File: config.mk
export PLATFORM = sky130hd
export DESIGN_NAME = lane_record_packer_flat
export DESIGN_NICKNAME = d
export VERILOG_FILES = /design/src/rtl/lane_record_packer_pkg.sv /design/src/rtl/lane_record_packer_if.sv /design/src/rtl/lane_record_packer_beat_buffer.sv /design/src/rtl/lane_record_packer.sv /design/src/flat_wrapper.sv
export SDC_FILE = /design/constraint.sdc
export NUM_CORES = 1
export LEC_CHECK = 0
export BUFFER_PORTS_ARGS = -buffer_cell sky130_fd_sc_hd__buf_2
export CAP_MARGIN = 40
export CORE_UTILIZATION = 42
export DETAILED_ROUTE_END_ITERATION = 16
export PLACE_DENSITY_LB_ADDON = 0.08
export SETUP_SLACK_MARGIN = 0.15
export SLEW_MARGIN = 20
export SYNTH_ARGS = -nofsm -noshare
export SYNTH_HDL_FRONTEND = slang
export SYNTH_SLANG_ARGS = --single-unit
File: constraint.sdc
create_clock -name clk -period 2.53 [get_ports clk]
set_input_delay 0.1265 -clock clk [delete_from_list [all_inputs] [get_ports clk]]
set_output_delay 0.1265 -clock clk [all_outputs]
set_load 0.01 [all_outputs]
File: src/rtl/lane_record_packer_pkg.sv
// lane_record_packer shared types.
// Record FSM states and the buffered beat bundle.
package lane_pkg;

  localparam int LANE_DW        = 32;
  localparam int LANE_MAX_WORDS = 16;
  localparam int LANE_WC_W      = $clog2(LANE_MAX_WORDS + 1);

  typedef enum logic [1:0] {
    IDLE,
    BODY,
    DROP
  } rec_state_e;

  typedef struct packed {
    logic [LANE_DW-1:0]   data;
    logic                 last;
    logic [LANE_WC_W-1:0] words;
    logic                 err;
  } beat_t;

endpackage

File: src/rtl/lane_record_packer_if.sv
// Record-framed beat stream leaving the lane packer.
// Plain valid/ready handshake with record sideband.
interface lane_record_packer_if #(
  parameter int DW   = 32,
  parameter int WC_W = 5
);
  logic            m_valid;
  logic            m_ready;
  logic [DW-1:0]   m_data;
  logic            m_last;
  logic [WC_W-1:0] m_words;
  logic            m_err;

  modport master (
    output m_valid,
    output m_data,
    output m_last,
    output m_words,
    output m_err,
    input  m_ready
  );

  modport slave (
    input  m_valid,
    input  m_data,
    input  m_last,
    input  m_words,
    input  m_err,
    output m_ready
  );
endinterface

File: src/rtl/lane_record_packer_beat_buffer.sv
// Small synchronous FIFO of beats between the record FSM
// and the output port; head entry drives the stream directly.
module beat_buffer
  import lane_pkg::*;
#(
  parameter int DEPTH = 4,
  parameter int AW    = $clog2(DEPTH),
  parameter int OW    = AW + 1
) (
  input  logic          clk,
  input  logic          nrst,
  input  logic          push,
  input  beat_t         din,
  input  logic          pop,
  output beat_t         dout,
  output logic [OW-1:0] occ,
  output logic          empty
);
  beat_t         mem [DEPTH];
  logic [AW-1:0] wr_ptr;
  logic [AW-1:0] rd_ptr;

  // Entries are cleared so the head reads zero out of reset.
  always_ff @(posedge clk or negedge nrst) begin
    if (!nrst) begin
      wr_ptr <= '0;
      rd_ptr <= '0;
      occ    <= '0;
      for (int i = 0; i < DEPTH; i++) mem[i] <= '0;
    end else begin
      if (push) begin
        mem[wr_ptr] <= din;
        wr_ptr      <= wr_ptr + AW'(1);
      end
      if (pop) rd_ptr <= rd_ptr + AW'(1);
      unique case ({push, pop})
        2'b10:   occ <= occ + OW'(1);
        2'b01:   occ <= occ - OW'(1);
        default: occ <= occ;
      endcase
    end
  end

  assign dout  = mem[rd_ptr];
  assign empty = (occ == '0);

endmodule

File: src/rtl/lane_record_packer.sv
// Lane drain stage: pops FIFO words under a credit rule
// and repacks them into framed, length-limited records.
module lane_record_packer
  import lane_pkg::*;
#(
  parameter int DATA_WIDTH = LANE_DW,
  parameter int MAX_WORDS  = LANE_MAX_WORDS,
  parameter int BUF_DEPTH  = 4,
  parameter int WC_W       = $clog2(MAX_WORDS + 1)
) (
  input  logic                  clk,
  input  logic                  nrst,
  input  logic                  f_empty,
  output logic                  f_rd_en,
  input  logic                  f_valid,
  input  logic [DATA_WIDTH-1:0] f_dout,
  input  logic                  f_last,
  lane_record_packer_if.master  m,
  output logic [15:0]           rec_cnt,
  output logic                  overrun
);
  localparam int OW = $clog2(BUF_DEPTH) + 1;

  rec_state_e      state_q;
  rec_state_e      state_d;
  logic [WC_W-1:0] wc_q;
  logic [WC_W-1:0] wc_d;
  logic [WC_W-1:0] n;
  logic            inflight;
  logic            accept;
  logic            push;
  logic            pop;
  logic            empty;
  logic [OW-1:0]   occ;
  logic [OW-1:0]   credit;
  beat_t           bin;
  beat_t           head;

  // A read is only issued if its word is sure to find a slot.
  assign credit  = occ + OW'(inflight);
  assign f_rd_en = nrst && !f_empty
                && (credit < OW'(BUF_DEPTH));
  assign accept  = f_valid && inflight;
  assign pop     = m.m_valid && m.m_ready;
  assign n       = wc_q + WC_W'(1);

  always_comb begin
    state_d = state_q;
    wc_d    = wc_q;
    push    = 1'b0;
    bin     = '0;
    unique case (state_q)
      IDLE, BODY: begin
        if (accept) begin
          push     = 1'b1;
          bin.data = f_dout;
          if (f_last) begin
            bin.last  = 1'b1;
            bin.words = n;
            wc_d      = '0;
            state_d   = IDLE;
          end else if (n == WC_W'(MAX_WORDS)) begin
            bin.last  = 1'b1;
            bin.words = WC_W'(MAX_WORDS);
            bin.err   = 1'b1;
            state_d   = DROP;
          end else begin
            wc_d    = n;
            state_d = BODY;
          end
        end
      end
      DROP: begin
        if (accept && f_last) begin
          wc_d    = '0;
          state_d = IDLE;
        end
      end
      default: begin
        wc_d    = '0;
        state_d = IDLE;
      end
    endcase
  end

  always_ff @(posedge clk or negedge nrst) begin
    if (!nrst) begin
      state_q  <= IDLE;
      wc_q     <= '0;
      inflight <= 1'b0;
      rec_cnt  <= '0;
      overrun  <= 1'b0;
    end else begin
      state_q  <= state_d;
      wc_q     <= wc_d;
      inflight <= f_rd_en;
      if (push && bin.last) rec_cnt <= rec_cnt + 16'd1;
      if (push && bin.err) overrun <= 1'b1;
    end
  end

  beat_buffer #(
    .DEPTH (BUF_DEPTH)
  ) u_buf (
    .clk   (clk),
    .nrst  (nrst),
    .push  (push),
    .din   (bin),
    .pop   (pop),
    .dout  (head),
    .occ   (occ),
    .empty (empty)
  );

  assign m.m_valid = !empty;
  assign m.m_data  = head.data;
  assign m.m_last  = head.last;
  assign m.m_words = head.words;
  assign m.m_err   = head.err;

endmodule

File: src/flat_wrapper.sv
// flat-port wrapper written by rule: the top's interface ports become plain ports
module lane_record_packer_flat import lane_pkg::*;
#(
  parameter int DATA_WIDTH = LANE_DW,
  parameter int MAX_WORDS  = LANE_MAX_WORDS,
  parameter int BUF_DEPTH  = 4,
  parameter int WC_W       = $clog2(MAX_WORDS + 1)
)
  (clk, nrst, f_empty, f_rd_en, f_valid, f_dout, f_last, rec_cnt, overrun, m_m_valid, m_m_data, m_m_last, m_m_words, m_m_err, m_m_ready);
  lane_record_packer_if #(.DW(32), .WC_W(WC_W)) m_i ();
  input  logic clk;
  input  logic nrst;
  input  logic f_empty;
  output logic f_rd_en;
  input  logic f_valid;
  input  logic [DATA_WIDTH-1:0] f_dout;
  input  logic f_last;
  output logic [15:0] rec_cnt;
  output logic overrun;
  output wire logic [$bits(m_i.m_valid)-1:0] m_m_valid;
  output wire logic [$bits(m_i.m_data)-1:0] m_m_data;
  output wire logic [$bits(m_i.m_last)-1:0] m_m_last;
  output wire logic [$bits(m_i.m_words)-1:0] m_m_words;
  output wire logic [$bits(m_i.m_err)-1:0] m_m_err;
  input wire logic [$bits(m_i.m_ready)-1:0] m_m_ready;
  assign m_m_valid = m_i.m_valid;
  assign m_m_data = m_i.m_data;
  assign m_m_last = m_i.m_last;
  assign m_m_words = m_i.m_words;
  assign m_m_err = m_i.m_err;
  assign m_i.m_ready = m_m_ready;
  lane_record_packer #(.DATA_WIDTH(DATA_WIDTH), .MAX_WORDS(MAX_WORDS), .BUF_DEPTH(BUF_DEPTH), .WC_W(WC_W)) u_core (.clk(clk), .nrst(nrst), .f_empty(f_empty), .f_rd_en(f_rd_en), .f_valid(f_valid), .f_dout(f_dout), .f_last(f_last), .m(m_i), .rec_cnt(rec_cnt), .overrun(overrun));
endmodule
==> impl_results.md <==
* Status: complete, no violations
* Filler cell count at 1674
* Pwr Density at 1121 nW/um2
* Initial DRC Count at 211
* Die X at 143.5 um
* CORE AREA at 19530 um2
* Initial Utilization at 43.06%
* Ys flop type: dfrtp_1
* HPWL Detailed at 11070 um
* Worst setup EP type: flip-flop
* Hold_buf cts at 34
* Largest net degree at the start of global routing at 113
* Rows at 51
* Sequential area share after synthesis at 55.95%
* TritonCTS clock tree: done
* Die Span Y at 143.5 um
* GRT Overall Usage at 18.59%
* Count leader, synth: dfrtp_1
* Max Root-Sink Buffers at 2
* Layout cells sized above 1 at 46.53%
* EDFF count, synth at 0
* #FFs+latches synth at 188
* Area delta synth->final at 20.45%
* First drt pass iteration count at 4
* GR Overflow Total at 0
* Clk pin slew, worst setup/hold paths at 0.07 ns
* Hold Crit Depth at 3
* Hold crit path type: input pin to flip-flop
* Synth area leader: dfrtp_1
* Final Slew Violations at 0
* Leak Pwr at 4.835 nW
* Worst-Margin Slew at 0.6140 ns
* RSZ-0062 raised after global routing: no
* Post-CTS setup buffer count at 0
* Total CTS buffers at 17
* Root Driver: clkbuf_16
* Worst Path Arrival at 2.39 ns
* Worst Skew at 0.008975 ns
* YS warnings at 0
* Fraction of registers with async set/reset at 100.0%
* Vias in the first global route at 5542
* Synth top cells by count: 188 x dfrtp_1, 129 x mux2_2, 39 x mux4_2
* Clock sinks at 188
* Largest fanout on the critical path at 12
* Mean routed wirelength per cell at 18.19 um
* Final Critical Period at 2.045 ns
* DR DRC count at 0
* IO Count at 96
* Final setup viols at 0
* Crit path setup slack, layout at 0.4848 ns
* Antenna Nets Post-Route at 0
* # nets final at 740
* Pre-CTS WS at 0.5011 ns
* DR vias at 5112
* Final hold vios at 0
* Worst vdd ir at 0.0005975 V
* Final period util at 80.84%
* Worst EP required at 2.88 ns
* Setup TNS at 0 ns
* Avg Cell Area, Syn at 14.91 um2
* Area contributors post-synth: dfrtp_1 56%, mux2_2 17%, mux4_2 10%
* Die area at 20590 um2
* Mapped Area at 8408 um2
* Vias per inst at 5.259
* Worst setup SP type: flip-flop
* Clock Latency Late Sink at 0.42 ns
* # H-tree levels at 4
* Initial antenna violation count at 0
* Post-synth top area share at 55.95%
* Max-slew headroom at 59.07%
* Net Count, Synth at 610
* R2R depth at 8
* I/O Buffers at 95
* WL final at 17680 um
* Antenna diodes at 0
* Post-cts resize count at 0
* Max Clock Freq at 489.0 MHz
* GPL Wtd Cong at 0.8088
* Mapped Cells at 564
* Number of distinct library cells after synthesis at 46
* First-pass GRT wire length at 28850 um
* Max Cap Viol at 0
* Setup CP Type: flip-flop to flip-flop
state kept, by name, indices dropped and copies added, names as in the netlist:
signal and cells:
u_core.u_buf.occ 3, u_core.wc_q 5, u_core.u_buf.mem 156, u_core.overrun 1, u_core.rec_cnt 16, u_core.u_buf.wr_ptr 2, u_core.u_buf.rd_ptr 2, u_core.inflight 1
u_core.state_q 2
final cells by class:
cell class	count	area (um2)	area share, %
sequential	188	4707	46.48
multi-input combinational	337	3487	34.43
tap	265	331.6	3.274
timing repair buffer	142	982.2	9.699
inverter	8	30.03	0.2965
clock inverter	10	115.1	1.137
clock buffer	22	474.2	4.682
placed cells by master, fill, tap and decap left out, drive strengths merged, types with 2 or more instances in the layout:
cell         count
nand2b           2
nor2             7
nand2           43
clkinvlp         3
o21ai           26
nand3            8
nand4            8
xor2             7
dlygate4sd3     34
ha               7
clkinv           5
mux4            39
a21oi            4
bufinv           2
xnor2           18
a22o             9
mux2           129
clkbuf          22
o21a             2
and3             5
dfrtp          188
inv              8
buf            108
or3              2
and2             3
mux2i            2
where the power goes:
part	total (mW)	leakage (nW)	internal (mW)	switching, mW
clock network	2.65	0.282	1.53	1.12
registers	4.89	2.46	4.19	0.705
logic	3.81	2.09	2.21	1.60
total	11.4	4.84	7.94	3.42
logic make-up (layout without fill, tap and decap cells):
family / Yosys count / count (layout) / share of synthesized area [%]
compound gates: 47 / 47 / 3.646
mux: 170 / 170 / 27.96
buf+inv: 39 / 182 / 2.574
simple gates: 87 / 87 / 5.447
xor+xnor: 25 / 25 / 3.140
fa+ha+maj: 8 / 8 / 1.280
flops: 188 / 188 / 55.95
critical path, cell delays in order, from the launching register on:
cell and delay, ns:
dfrtp_1 0.45, and3b_2 0.35, inv_2 0.13, ha_1 0.19
inv_1 0.06, fa_1 0.37, xor2_1 0.15, nor2_1 0.11
xor2_1 0.16
layer usage:
| layer | track usage (%) | vias to the layer above | part of all wire, % |
|---|---|---|---|
| met5 | 0 | - | 0 |
| met4 | 5.375 | 0 | 0.77 |
| met3 | 3.765 | 9 | 3.0 |
| met2 | 31.17 | 81 | 50 |
| met1 | 24.38 | 2706 | 46 |
| li1 | - | 2316 | - |
per-stage QoR:
stage / hold slack, ns / cells / total power [mW] / util, % / cell area, um2
2_1_floorplan: -0.1691 / 564 / 7.472 / - / 8408
3_3_place_gp: 0.05431 / 906 / 8.606 / 47.10 / 9198
3_5_place_dp: 0.05854 / 906 / 8.781 / 47.10 / 9198
4_1_cts: 0.07359 / 972 / 11.52 / 51.86 / 10130
5_1_grt: 0.08552 / 972 / 12.09 / 51.86 / 10130
6_report: 0.09497 / 972 / 11.36 / 51.86 / 10130
worst paths after layout:
| check | endpoint | slack (ns) | startpoint |
|---|---|---|---|
| worst max-delay path | u_core.u_buf.occ[2] | 0.48 | u_core.state_q[1] |
| worst min-delay path | u_core.u_buf.rd_ptr[0] | 0.09 | m_m_ready |
| worst max register to register | u_core.u_buf.occ[2] | 0.48 | u_core.state_q[1] |
| worst min register to register | u_core.rec_cnt[15] | 0.48 | u_core.rec_cnt[15] |
| max in group asynchronous | u_core.u_buf.rd_ptr[1] | 1.39 | nrst |
| min in group asynchronous | u_core.rec_cnt[11] | 0.19 | nrst |
Power figures use the tool's default switching activity.
